## config.mk

```make
export PLATFORM = sky130hd
export DESIGN_NAME = dpi_timing_generator
export DESIGN_NICKNAME = d
export VERILOG_FILES = /design/src/rtl/dpi_timing_generator.sv
export SDC_FILE = /design/constraint.sdc
export NUM_CORES = 1
export LEC_CHECK = 0
export ABC_CLOCK_PERIOD_IN_PS = 3200
export CORE_MARGIN = 2
export CORE_UTILIZATION = 46
export CTS_CLUSTER_DIAMETER = 50
export CTS_CLUSTER_SIZE = 25
export DETAILED_ROUTE_END_ITERATION = 7
export PLACE_DENSITY = 0.76
export SYNTH_ARGS = -nofsm -noshare
export SYNTH_HDL_FRONTEND = slang
export SYNTH_SLANG_ARGS = --single-unit
```

## constraint.sdc

```tcl
create_clock -name sysClk -period 3.2 [get_ports sysClk]
set_input_delay 0.32 -clock sysClk [delete_from_list [all_inputs] [get_ports sysClk]]
set_output_delay 0.32 -clock sysClk [all_outputs]
set_load 0.01 [all_outputs]
```

## src/rtl/dpi_timing_generator.sv

```systemverilog
// Pi-side DPI output timing: an 864x625 raster advanced on the sysClkPhase pixel strobe,
// with registered sync/enable/coordinate outputs and genlock realignment to pixel (0,0).
module dpi_timing_generator #(
  parameter logic [2:0] PIXEL_PHASE = 3'd0,
  parameter int         H_ACTIVE    = 720,
  parameter int         H_FP        = 12,
  parameter int         H_SYNC      = 64,
  parameter int         H_BP        = 68,
  parameter int         V_ACTIVE    = 576,
  parameter int         V_FP        = 5,
  parameter int         V_SYNC      = 5,
  parameter int         V_BP        = 39
) (
  input  logic       sysClk,
  input  logic       nReset,
  input  logic [2:0] sysClkPhase,
  input  logic       genlock_req,
  output logic       pixel_tick,
  output logic       hsync_n,
  output logic       vsync_n,
  output logic       display_enable,
  output logic       frame_start_flag,
  output logic [9:0] pixel_x,
  output logic [9:0] pixel_y,
  output logic       genlock_pending
);

  localparam int H_TOTAL = H_ACTIVE + H_FP + H_SYNC + H_BP;
  localparam int V_TOTAL = V_ACTIVE + V_FP + V_SYNC + V_BP;

  localparam logic [9:0] H_LAST   = 10'(H_TOTAL - 1);
  localparam logic [9:0] V_LAST   = 10'(V_TOTAL - 1);
  localparam logic [9:0] H_ACT    = 10'(H_ACTIVE);
  localparam logic [9:0] V_ACT    = 10'(V_ACTIVE);
  localparam logic [9:0] HS_FIRST = 10'(H_ACTIVE + H_FP);
  localparam logic [9:0] HS_LAST  = 10'(H_ACTIVE + H_FP + H_SYNC - 1);
  localparam logic [9:0] VS_FIRST = 10'(V_ACTIVE + V_FP);
  localparam logic [9:0] VS_LAST  = 10'(V_ACTIVE + V_FP + V_SYNC - 1);

  logic       tick;
  logic [9:0] h_cnt_q, h_cnt_d;
  logic [9:0] v_cnt_q, v_cnt_d;
  logic       genlock_pending_q, genlock_pending_d;
  logic       pixel_tick_q, pixel_tick_d;
  logic       hsync_n_q, hsync_n_d;
  logic       vsync_n_q, vsync_n_d;
  logic       display_enable_q, display_enable_d;
  logic       frame_start_q, frame_start_d;
  logic [9:0] pixel_x_q, pixel_x_d;
  logic [9:0] pixel_y_q, pixel_y_d;
  logic       active_next;
  logic       hsync_region;
  logic       vsync_region;

  assign tick = (sysClkPhase == PIXEL_PHASE);

  // A pending genlock overrides the natural advance, so a request landing on the
  // natural frame wrap still yields a single (0,0) and a single frame start.
  always_comb begin
    h_cnt_d = h_cnt_q;
    v_cnt_d = v_cnt_q;
    if (tick) begin
      if (genlock_pending_q) begin
        h_cnt_d = '0;
        v_cnt_d = '0;
      end else if (h_cnt_q == H_LAST) begin
        h_cnt_d = '0;
        v_cnt_d = (v_cnt_q == V_LAST) ? '0 : v_cnt_q + 10'd1;
      end else begin
        h_cnt_d = h_cnt_q + 10'd1;
      end
    end
  end

  // A request sampled on a tick edge is held over for the following tick.
  always_comb begin
    genlock_pending_d = genlock_req | (genlock_pending_q & ~tick);
  end

  always_comb begin
    active_next      = (h_cnt_d < H_ACT) && (v_cnt_d < V_ACT);
    hsync_region     = (h_cnt_d >= HS_FIRST) && (h_cnt_d <= HS_LAST);
    vsync_region     = (v_cnt_d >= VS_FIRST) && (v_cnt_d <= VS_LAST);
    pixel_tick_d     = tick;
    hsync_n_d        = hsync_n_q;
    vsync_n_d        = vsync_n_q;
    display_enable_d = display_enable_q;
    pixel_x_d        = pixel_x_q;
    pixel_y_d        = pixel_y_q;
    frame_start_d    = 1'b0;
    if (tick) begin
      hsync_n_d        = ~hsync_region;
      vsync_n_d        = ~vsync_region;
      display_enable_d = active_next;
      pixel_x_d        = active_next ? h_cnt_d : '0;
      pixel_y_d        = active_next ? v_cnt_d : '0;
      frame_start_d    = (h_cnt_d == '0) && (v_cnt_d == '0);
    end
  end

  // Counters park at the last dot of the last line so the first tick opens a frame.
  always_ff @(posedge sysClk or negedge nReset) begin
    if (!nReset) begin
      h_cnt_q           <= H_LAST;
      v_cnt_q           <= V_LAST;
      genlock_pending_q <= 1'b0;
      pixel_tick_q      <= 1'b0;
      hsync_n_q         <= 1'b1;
      vsync_n_q         <= 1'b1;
      display_enable_q  <= 1'b0;
      frame_start_q     <= 1'b0;
      pixel_x_q         <= '0;
      pixel_y_q         <= '0;
    end else begin
      h_cnt_q           <= h_cnt_d;
      v_cnt_q           <= v_cnt_d;
      genlock_pending_q <= genlock_pending_d;
      pixel_tick_q      <= pixel_tick_d;
      hsync_n_q         <= hsync_n_d;
      vsync_n_q         <= vsync_n_d;
      display_enable_q  <= display_enable_d;
      frame_start_q     <= frame_start_d;
      pixel_x_q         <= pixel_x_d;
      pixel_y_q         <= pixel_y_d;
    end
  end

  assign pixel_tick       = pixel_tick_q;
  assign hsync_n          = hsync_n_q;
  assign vsync_n          = vsync_n_q;
  assign display_enable   = display_enable_q;
  assign frame_start_flag = frame_start_q;
  assign pixel_x          = pixel_x_q;
  assign pixel_y          = pixel_y_q;
  assign genlock_pending  = genlock_pending_q;

endmodule
```

==> results of run 1 <==
==> metrics by stage <==
stage | util [%] | std cells | area [um^2] | setup TNS, ns | setup WS (ns)
6_report | 59.1 | 398 | 3230 | 0 | 0.0981
3_3_place_gp | 56.4 | 387 | 3090 | 0 | 0.0973
2_1_floorplan | - | 281 | 2590 | 0 | 0.0466
5_1_grt | 59.1 | 398 | 3230 | 0 | 0.00980
4_1_cts | 58.0 | 395 | 3180 | 0 | 0.0156
3_5_place_dp | 56.4 | 387 | 3090 | -0.00102 | -0.00102
==> kinds of logic after synthesis <==
group | Yosys count | share of synthesized area [%]
DFF | 46 | 45.1
and+or+nand+nor | 108 | 23.2
adders and majority gates | 3 | 1.45
AOI/OAI and AO/OA | 82 | 21.6
muxes | 2 | 0.821
buffers and inverters | 31 | 4.78
xor gates and xnor gates | 9 | 3.04
==> sequential cells by signal, indices dropped and copies added (netlist names) <==
signal and cells:
h_cnt_q 10, v_cnt_q 10, pixel_x 10, genlock_pending 1
frame_start_flag 1, vsync_n 1, pixel_y 10, display_enable 1
hsync_n 1, pixel_tick 1
==> worst reg2reg max path, stage by stage, from the launching register on <==
cell and delay, ns:
dfstp_2 0.60, ha_4 0.16, nand3_2 0.08, or4_4 0.55
or2_4 0.27, nor4_1 0.43, a211oi_4 0.09, buf_4 0.17
or2_2 0.36, a32o_1 0.28
==> per-layer routing <==
| metal | track usage [%] | wire [um] |
|---|---|---|
| met5 | 0 | 0 |
| met1 | 33.2 | 3160 |
| met2 | 33.8 | 3080 |
| met3 | 4.09 | 364 |
| met4 | 8.28 | 79 |
==> synth_stat cells (4+ instances only) <==
library cell and n:
nand2b_1 5, a31oi_1 4, or4_1 4, dfrtp_1 32, xnor2_1 5, a21oi_1 18, a21o_1 8, nor4_1 5
or2_2 6, nand4_1 6, nor2_1 7, o21ai_0 18, nand3_1 9, a32o_1 8, o31ai_1 12, clkbuf_1 14
nand2_1 35, xor2_1 4, nor3_1 8, inv_1 10, dfstp_2 14
==> final cells by class <==
| type | instances | area (um^2) | share of cell area (%) |
|---|---|---|---|
| Clock buffer | 7 | 86.3 | 2.67 |
| Timing Repair Buffer | 56 | 505 | 15.6 |
| Sequential cell | 46 | 1170 | 36.2 |
| Inverter | 12 | 45.0 | 1.39 |
| Clock inverter | 1 | 5.00 | 0.155 |
| Tap cell | 72 | 90.1 | 2.79 |
| Multi-Input combinational cell | 204 | 1330 | 41.2 |
==> path summary, 6_finish.rpt <==
path                               to  slack (ns)  depth (start not counted)
setup / recovery           pixel_y[8]         0.1                          9
hold / removal             h_cnt_q[7]        0.19                          1
min in group sysClk        pixel_y[0]        0.48                          2
hold reg to reg            pixel_y[0]        0.48                          2
setup reg to reg           pixel_y[8]         0.1                          9
max in group asynchronous  pixel_y[5]        2.39                          1
==> timing repair <==
| item | CTS | global route |
|---|---|---|
| endpoints found under the setup margin | 1 | 15 |
| hold buffers | 0 | 0 |
| resized for setup | 0 | 7 |
| pin swaps | 1 | 3 |
| setup buffers | 0 | 3 |
==> power by group through the flow <==
stage	clock network (mW)	logic (mW)	registers [mW]
after floorplan	0	0.0863	0.644
after global placement	0	0.155	0.648
after detailed placement	0	0.159	0.649
after CTS	0.373	0.159	0.639
after global routing	0.408	0.186	0.644
final	0.363	0.170	0.640
==> results.tsv, run 1 <==
metric	value	unit
sequential fraction of the synthesis area	45.1	%
DP HPWL	4.79	mm
synth warn	0	
run status	completed	
via count	2351	
Comb power frac	14.5	%
Initial DRC Count	208	
CP endpoint kind	flop	
Max-Cap Viols	0	
Post-synth EDFFs	0	
Longest Clk Path Bufs	2	
most frequent cells in the layout	nand2_1, dfrtp_1, clkdlybuf4s50_1	
fin crit share	96.9	%
CTS HTree Levels	2	
final hold vios	0	
worst slew pin tran	1.00	ns
Worst path max stage delay	0.60	ns
fillers	500	
I/O Buffers	31	
Yosys cell types	53	
Clk network pwr share	31.0	%
Layout area overhead	24.7	%
Fmax	322	MHz
Die Area	6250	um^2
CTS clk-pin slew, worst paths	0.09	ns
Tightest Hold Check Type	in -> async	
# diodes	0	
Top delay family on crit path	simple AND/OR/NAND/NOR gates	
Worst Setup Start Kind	flop	
Yosys top cell by area	dfrtp_1	
Synth Flop Type	dfrtp_1	
final WL	6.68	mm
CTS root buf	clkbuf_8	
leakage power total	1.30	nW
vias in the first global route	2263	
Pre-antenna DRT Iters	4	
GR Util All Layers	22.8	%
fin. max-slew vios	0	
Power per Cell Area	363	nW/um^2
Die Height	79.1	um
Yosys reg bits	46	
nets	334	
Hold Slack	0.186	ns
post-synth top area share	30.9	%
CP cell instances	ha_4 > nand3_2 > or4_4 > or2_4 > nor4_1 > a211oi_4 > buf_4 > or2_2 > a32o_1	
Mean Syn Cell Area	9.22	um^2
Fin Clk Skew	0.00876	ns
synthesized area	2590	um^2
global-route wire length before repair	11.1	mm
most common cell after layout, fill and taps aside	nand2_1	
post-route ant nets	0	
Worst path slowest cell	dfstp_2	
worst-skew pair later-pin latency	0.30	ns
Syn Inst Count	281	
CP Max Fanout	7	
clk sink count	46	
power consumption	1.17	mW
CTS tree	done	
fraction of layout cells with a size suffix above 1	20.6	%
wire length per cell	16.8	um
CP arrival	3.29	ns
Relative slew margins	33.1	%
I/O pins	32	
required time of the worst setup path	3.39	ns
grt total ovfl	0	
Worst VDD drop	0.270	mV
initial core utilization	47.3	%
final setup violation count	0	
GP Congestion	0.992	
core area	5470	um^2
P_int	0.866	mW
Syn Nets	290	
initial antenna violation count	0	
Synth area leaders	dfrtp_1, dfstp_2, nand2_1, a21oi_1, o21ai_0	
Crit Reg-Reg Startpoint	h_cnt_q[0]	
Worst Setup SP	h_cnt_q[0]	
ys async rst share	100	%
DIE WIDTH	79.1	um
minimum clock period	3.10	ns
RSZ-0062 raised after global routing	false	
sequential share of power	54.6	%
Row Count	27	
vias per cell	5.91	
Setup CP Type	reg -> reg	
maximum number of pins on one net before global-route repair	47	
drt drc	0	
Inserted Clock Buffers	5	
Sw Ratio	26.2	%
buffers and inverters on the worst path	1	
P_sw	0.307	mW
No activity file was read; power rests on OpenSTA's default activity.
==> run 2, diff against run 1 <==
--- a/config.mk
+++ b/config.mk
@@ -8,7 +8,7 @@
 export ABC_CLOCK_PERIOD_IN_PS = 3200
 export CORE_MARGIN = 2
 export CORE_UTILIZATION = 46
-export CTS_CLUSTER_DIAMETER = 50
+export CTS_CLUSTER_DIAMETER = 120
 export CTS_CLUSTER_SIZE = 25
 export DETAILED_ROUTE_END_ITERATION = 7
 export PLACE_DENSITY = 0.76
==> results of run 2 <==
Final layout, timing and power as in run 1 (identical DEF).
